--- src/rtl/spi_reg_bridge.sv ---
// spi_reg_bridge: SPI mode-0 peripheral that decodes 16-bit frames into the five PWM control registers.
// Optional read-back on cipo is enabled by defining the macro SPI_READBACK_EN.
module spi_reg_bridge #(
  parameter int SYNC_STAGES = 2,
  parameter int MAX_ADDR    = 4
) (
  input  logic       clk,
  input  logic       rst,
  input  logic       sclk,
  input  logic       copi,
  input  logic       ncs,
  output logic       cipo,
  output logic [7:0] en_reg_out_7_0,
  output logic [7:0] en_reg_out_15_8,
  output logic [7:0] en_reg_pwm_7_0,
  output logic [7:0] en_reg_pwm_15_8,
  output logic [7:0] pwm_duty_cycle,
  output logic       xfer_done,
  output logic       frame_err
);

  typedef enum logic [1:0] {WAIT_IDLE, IDLE, SHIFT, COMMIT} state_t;

  localparam int         NUM_REGS = 5;
  localparam logic [6:0] MAX_A    = 7'(MAX_ADDR);
  localparam logic [1:0] FLUSH_N  = 2'(SYNC_STAGES);

  logic [SYNC_STAGES-1:0] sclk_sync, copi_sync, ncs_sync;
  logic                   sclk_d, ncs_d;
  logic                   sclk_s, copi_s, ncs_s;
  logic                   sclk_rise, ncs_rise;
  logic [1:0]             flush_cnt;
  logic                   flush_done;

  state_t      state, state_nxt;
  logic [4:0]  cnt;
  logic [15:0] shreg, sh_nxt;
  logic [7:0]  regs [NUM_REGS];

  logic       rw, len_ok, addr_ok, commit_ok, err;
  logic [6:0] addr;

  // NOTE: sequential state uses non-blocking assignments so every flop samples pre-edge values.
  always_ff @(posedge clk or posedge rst) begin
    if (rst) begin
      sclk_sync <= '0;
      copi_sync <= '0;
      ncs_sync  <= '1;
      sclk_d    <= 1'b0;
      ncs_d     <= 1'b1;
      flush_cnt <= '0;
    end else begin
      sclk_sync <= {sclk_sync[SYNC_STAGES-2:0], sclk};
      copi_sync <= {copi_sync[SYNC_STAGES-2:0], copi};
      ncs_sync  <= {ncs_sync[SYNC_STAGES-2:0], ncs};
      sclk_d    <= sclk_s;
      ncs_d     <= ncs_s;
      if (flush_cnt != FLUSH_N) flush_cnt <= flush_cnt + 2'd1;
    end
  end

  assign sclk_s     = sclk_sync[SYNC_STAGES-1];
  assign copi_s     = copi_sync[SYNC_STAGES-1];
  assign ncs_s      = ncs_sync[SYNC_STAGES-1];
  assign sclk_rise  = sclk_s & ~sclk_d;
  assign ncs_rise   = ncs_s & ~ncs_d;
  // The reset value of the ncs chain says nothing about the pin, so wait until it has been flushed.
  assign flush_done = (flush_cnt == FLUSH_N);

  assign sh_nxt  = {shreg[14:0], copi_s};
  assign rw      = shreg[15];
  assign addr    = shreg[14:8];
  assign len_ok  = (cnt == 5'd16);
  assign addr_ok = (addr <= MAX_A);
  assign err     = !len_ok || (rw && !addr_ok);
`ifdef SPI_READBACK_EN
  assign commit_ok = len_ok && addr_ok;
`else
  assign commit_ok = len_ok && rw && addr_ok;
`endif

  always_ff @(posedge clk or posedge rst) begin
    if (rst) state <= WAIT_IDLE;
    else     state <= state_nxt;
  end

  // NOTE: next state gets a default first so no path through the case infers a latch.
  always_comb begin
    state_nxt = state;
    case (state)
      WAIT_IDLE: if (flush_done && ncs_s) state_nxt = IDLE;
      // Level-sensitive start also catches a fall that lands during COMMIT after a one-cycle deselect.
      IDLE:      if (!ncs_s) state_nxt = SHIFT;
      SHIFT:     if (ncs_rise) state_nxt = COMMIT;
      COMMIT:    state_nxt = IDLE;
      default:   state_nxt = WAIT_IDLE;
    endcase
  end

  // NOTE: the register file is only five bytes and drives the PWM block directly, so it is reset.
  always_ff @(posedge clk or posedge rst) begin
    if (rst) begin
      cnt       <= '0;
      shreg     <= '0;
      xfer_done <= 1'b0;
      frame_err <= 1'b0;
      for (int i = 0; i < NUM_REGS; i++) regs[i] <= '0;
    end else begin
      xfer_done <= (state == COMMIT) && commit_ok;
      frame_err <= (state == COMMIT) && err;
      if (state == IDLE) begin
        cnt   <= '0;
        shreg <= '0;
      end else if (state == SHIFT && sclk_rise) begin
        shreg <= sh_nxt;
        if (cnt != 5'd17) cnt <= cnt + 5'd1;
      end
      if (state == COMMIT && len_ok && rw && addr_ok) begin
        for (int i = 0; i < NUM_REGS; i++)
          if (addr == 7'(i)) regs[i] <= shreg[7:0];
      end
    end
  end

  assign en_reg_out_7_0  = regs[0];
  assign en_reg_out_15_8 = regs[1];
  assign en_reg_pwm_7_0  = regs[2];
  assign en_reg_pwm_15_8 = regs[3];
  assign pwm_duty_cycle  = regs[4];

`ifdef SPI_READBACK_EN
  logic       sclk_fall;
  logic       rd_active;
  logic [7:0] tx_sh, rd_val;

  assign sclk_fall = ~sclk_s & sclk_d;

  always_comb begin
    rd_val = '0;
    for (int i = 0; i < NUM_REGS; i++)
      if (sh_nxt[6:0] == 7'(i)) rd_val = regs[i];
  end

  // Loaded on the 8th rise; the fall right after it is skipped so bit 7 is held for the 9th rise.
  always_ff @(posedge clk or posedge rst) begin
    if (rst) begin
      rd_active <= 1'b0;
      tx_sh     <= '0;
    end else if (state != SHIFT) begin
      rd_active <= 1'b0;
      tx_sh     <= '0;
    end else if (sclk_rise && cnt == 5'd7) begin
      rd_active <= !sh_nxt[7] && (sh_nxt[6:0] <= MAX_A);
      tx_sh     <= rd_val;
    end else if (sclk_fall && cnt >= 5'd9 && cnt <= 5'd15) begin
      tx_sh <= {tx_sh[6:0], 1'b0};
    end
  end

  assign cipo = rd_active && (cnt >= 5'd8) && (cnt <= 5'd15) && tx_sh[7];
`else
  assign cipo = 1'b0;
`endif

endmodule

--- config.mk ---
export PLATFORM = sky130hd
export DESIGN_NAME = spi_reg_bridge
export DESIGN_NICKNAME = d
export VERILOG_FILES = /design/src/rtl/spi_reg_bridge.sv
export SDC_FILE = /design/constraint.sdc
export NUM_CORES = 1
export LEC_CHECK = 0
export CAP_MARGIN = 0
export CORE_MARGIN = 2
export CORE_UTILIZATION = 40
export DETAILED_ROUTE_END_ITERATION = 10
export HOLD_SLACK_MARGIN = 0.05
export PLACE_DENSITY = 0.69
export SYNTH_ARGS = -nofsm -noshare
export SYNTH_HDL_FRONTEND = slang
export SYNTH_SLANG_ARGS = --single-unit
--- constraint.sdc ---
create_clock -name clk -period 2.92 [get_ports clk]
set_input_delay 0.584 -clock clk [delete_from_list [all_inputs] [get_ports clk]]
set_output_delay 0.584 -clock clk [all_outputs]
set_load 0.01 [all_outputs]
==> run metrics <==
outcome=complete, no violations; worst path required time=3.16 ns; Post-synth top flop=dfrtp_1; Final HPWL DP=3.61 mm; Worst-Skew Late Latency=0.35 ns; Cell Rows=32; final core occ=51.3%; FF-to-FF Start=state[1]$_DFFE_PP0P_; final setup TNS=0 ns; gp weighted congestion=0.719; Final ANT Viol Nets=0; Tcrit/Tclk final=72.1%; Port Buffers=46; final global-route overflow total=0; kind of critical path=reg -> reg; clock share of power=40.8%; RR Endpoint=state[1]$_DFFE_PP0P_; peak supply drop=0.000356 V; Net Count, Synth=251; Max-Cap Viols=0; CP Capture Type=flip-flop; Seq/Total Area, Yosys=60.7%; total power per unit cell area=592 nW/um^2; Crit path max-delay family=compound AO/OA/AOI/OAI gates; initial antenna violation count=0; yosys warns=0; CP max FO=25; CP Launch Type=flip-flop; vias in the first global route=1877; largest net degree at the start of global routing=76; Min-Delay Path Class=reg -> reg; clock slew at reported path FFs=0.08 ns; worst-path cell chain=inv_1 > ha_1 > a222oi_1 > mux2_2; Pleak=0.00179 uW; NetSw=574 uW; Worst Max-Slew Pin Slew=0.863 ns; Die Height=92.0 microns; Worst Skew=0.0112 ns; worst reg2reg setup slack=0.82 ns; Max Clock Freq=475 MHz; Syn Area/Cell=13.1 sq um; clk sink count=75; Layout Nets=301; P_int=1740 uW; final WL=5.69 mm; most common cell after layout, fill and taps aside=dfrtp_1; Slew HR=42.5%; Worst Setup EP=state[1]$_DFFE_PP0P_; DRC Markers=0; Die Wd=92.0 microns; Clock Root Buffer=clkbuf_8; number of setup buffers added after CTS=0; async set or reset register ratio after synthesis=100%; fin. max-slew vios=0; Post-synth EDFFs=0; Die ar.=8470 sq um; total CTS buffers=9; Mapped Cells=237; CTS Buffer Depth=2; global-route wire length before repair=9.36 mm; H-tree Lvls=3; drt first pass iters=5; crit path from=state[1]$_DFFE_PP0P_; Worst path slowest cell=a222oi_1; post-synth cell types=36; Worst Setup Slack, final=0.816 ns; I/O Pins=48; via count=1980; CORE AREA=7610 sq um; Vias/cell=5.04; slowest cell delay on critical path=0.63 ns; GRT Total Usage=14.4%; CTS Hold Bufs=0; Yosys reg bits=75; CTS tree=done; ANT cells=0; share of cells above drive strength 1=25.1%; unrepaired setup endpoints after global routing=false; DRT iter0 DRCs=126; Net Sw Frac=24.8%; Initial Util=40.7%; R2R depth=4; WP depth=4; CTS resizes=0; CP Buf/Inv Count=1; Final setup viols=0; register share of total power=47.9%; combinational fraction of design power=11.3%; Setup WS pre-CTS=0.806 ns; commonest non-fill, non-tap cells in the layout=72 x dfrtp_1, 46 x clkdlybuf4s50_1, 43 x mux2_2, 34 x nand2_1, 18 x a21oi_1; Mapped Area=3100 sq um; DR WL/cell=14.5 microns; synthesis-to-layout area growth=26.0%; arrival time at the worst endpoint=2.34 ns; crit path time final=2.10 ns; final hold violations=0
-- through the flow --
| stage | total power, uW | hold WS [ns] | cells | area [sq um] |
|---|---|---|---|---|
| detailed placement | 1390 | 0.335 | 378 | 3670 |
| global placement | 1370 | 0.335 | 378 | 3670 |
| CTS | 2340 | 0.352 | 393 | 3910 |
| global route | 2410 | 0.357 | 393 | 3910 |
| finish | 2310 | 0.350 | 393 | 3910 |
| floorplan | 1310 | 0.331 | 237 | 3100 |
-- flip-flops by register name, summed over array words and instances (netlist names), 2 cells and up --
register	count
pwm_duty_cycle	8
shreg	16
en_reg_out_15_8	8
en_reg_out_7_0	8
state	2
en_reg_pwm_7_0	8
en_reg_pwm_15_8	8
copi_sync	2
ncs_sync	2
cnt	5
flush_cnt	2
sclk_sync	2
-- how the worst min path moves through the flow --
stage | start | endpoint | slack (ns) | cells past startpoint
final | copi_sync[0]$_DFF_PP0_ | copi_sync[1]$_DFF_PP0_ | 0.35 | 0
after floorplan | copi_sync[0]$_DFF_PP0_ | copi_sync[1]$_DFF_PP0_ | 0.33 | 0
after CTS | copi_sync[0]$_DFF_PP0_ | copi_sync[1]$_DFF_PP0_ | 0.35 | 0
after global placement | copi_sync[0]$_DFF_PP0_ | copi_sync[1]$_DFF_PP0_ | 0.33 | 0
after global routing | copi_sync[0]$_DFF_PP0_ | copi_sync[1]$_DFF_PP0_ | 0.36 | 0
after detailed placement | copi_sync[0]$_DFF_PP0_ | copi_sync[1]$_DFF_PP0_ | 0.33 | 0
-- metal layers --
metal | part of all wire, % | routed length [microns] | global-route usage, %
met2 | 47 | 2660 | 21.0
met1 | 47 | 2690 | 20.0
met3 | 3.3 | 189 | 2.96
met5 | 0 | 0 | 0
met4 | 2.5 | 144 | 8.58
-- Yosys cell counts, types with 2 or more instances --
master     n  share of area [%]
dfrtp_1   72                 58
mux2_2    43                 16
nand2_1   34                4.1
a21oi_1   18                2.9
ha_1       9                3.6
inv_1      8               0.97
clkbuf_1   5               0.61
nand4_2    4                1.6
nor2_1     4               0.48
o21ai_0    4               0.65
dfstp_2    3                2.5
nand4_1    3               0.61
nor3b_1    3               0.73
and3b_1    2               0.57
and4_2     2               0.65
and4bb_2   2               0.81
nand3_1    2               0.32
-- cell type report --
class                           instances  area [sq um]
Fill cell                             656          3700
Sequential cell                        75          1880
Multi-Input combinational cell        145          1140
Timing Repair Buffer                   48           488
Tap cell                              102           128
Clock buffer                            9           124
Clock inverter                          6           113
Inverter                                8          30.0
-- power groups by stage --
stage	Combinational, uW	Clock, uW	Sequential [uW]
after floorplan	188	0	1120
after global placement	250	0	1120
after detailed placement	265	0	1130
after CTS	265	970	1110
after global routing	295	1000	1110
final	260	943	1110
-- logic make-up after synthesis --
kind of cell	after synthesis	synth area share, %
flip-flops	75	60.7
AND/OR/NAND/NOR	63	12.0
multiplexers	44	15.9
AO/OA/AOI/OAI	27	4.93
buffers and inverters	17	2.46
adder cells (fa/ha/maj)	9	3.63
other	1	0.121
XOR/XNOR	1	0.283
Power figures use the tool's default switching activity.
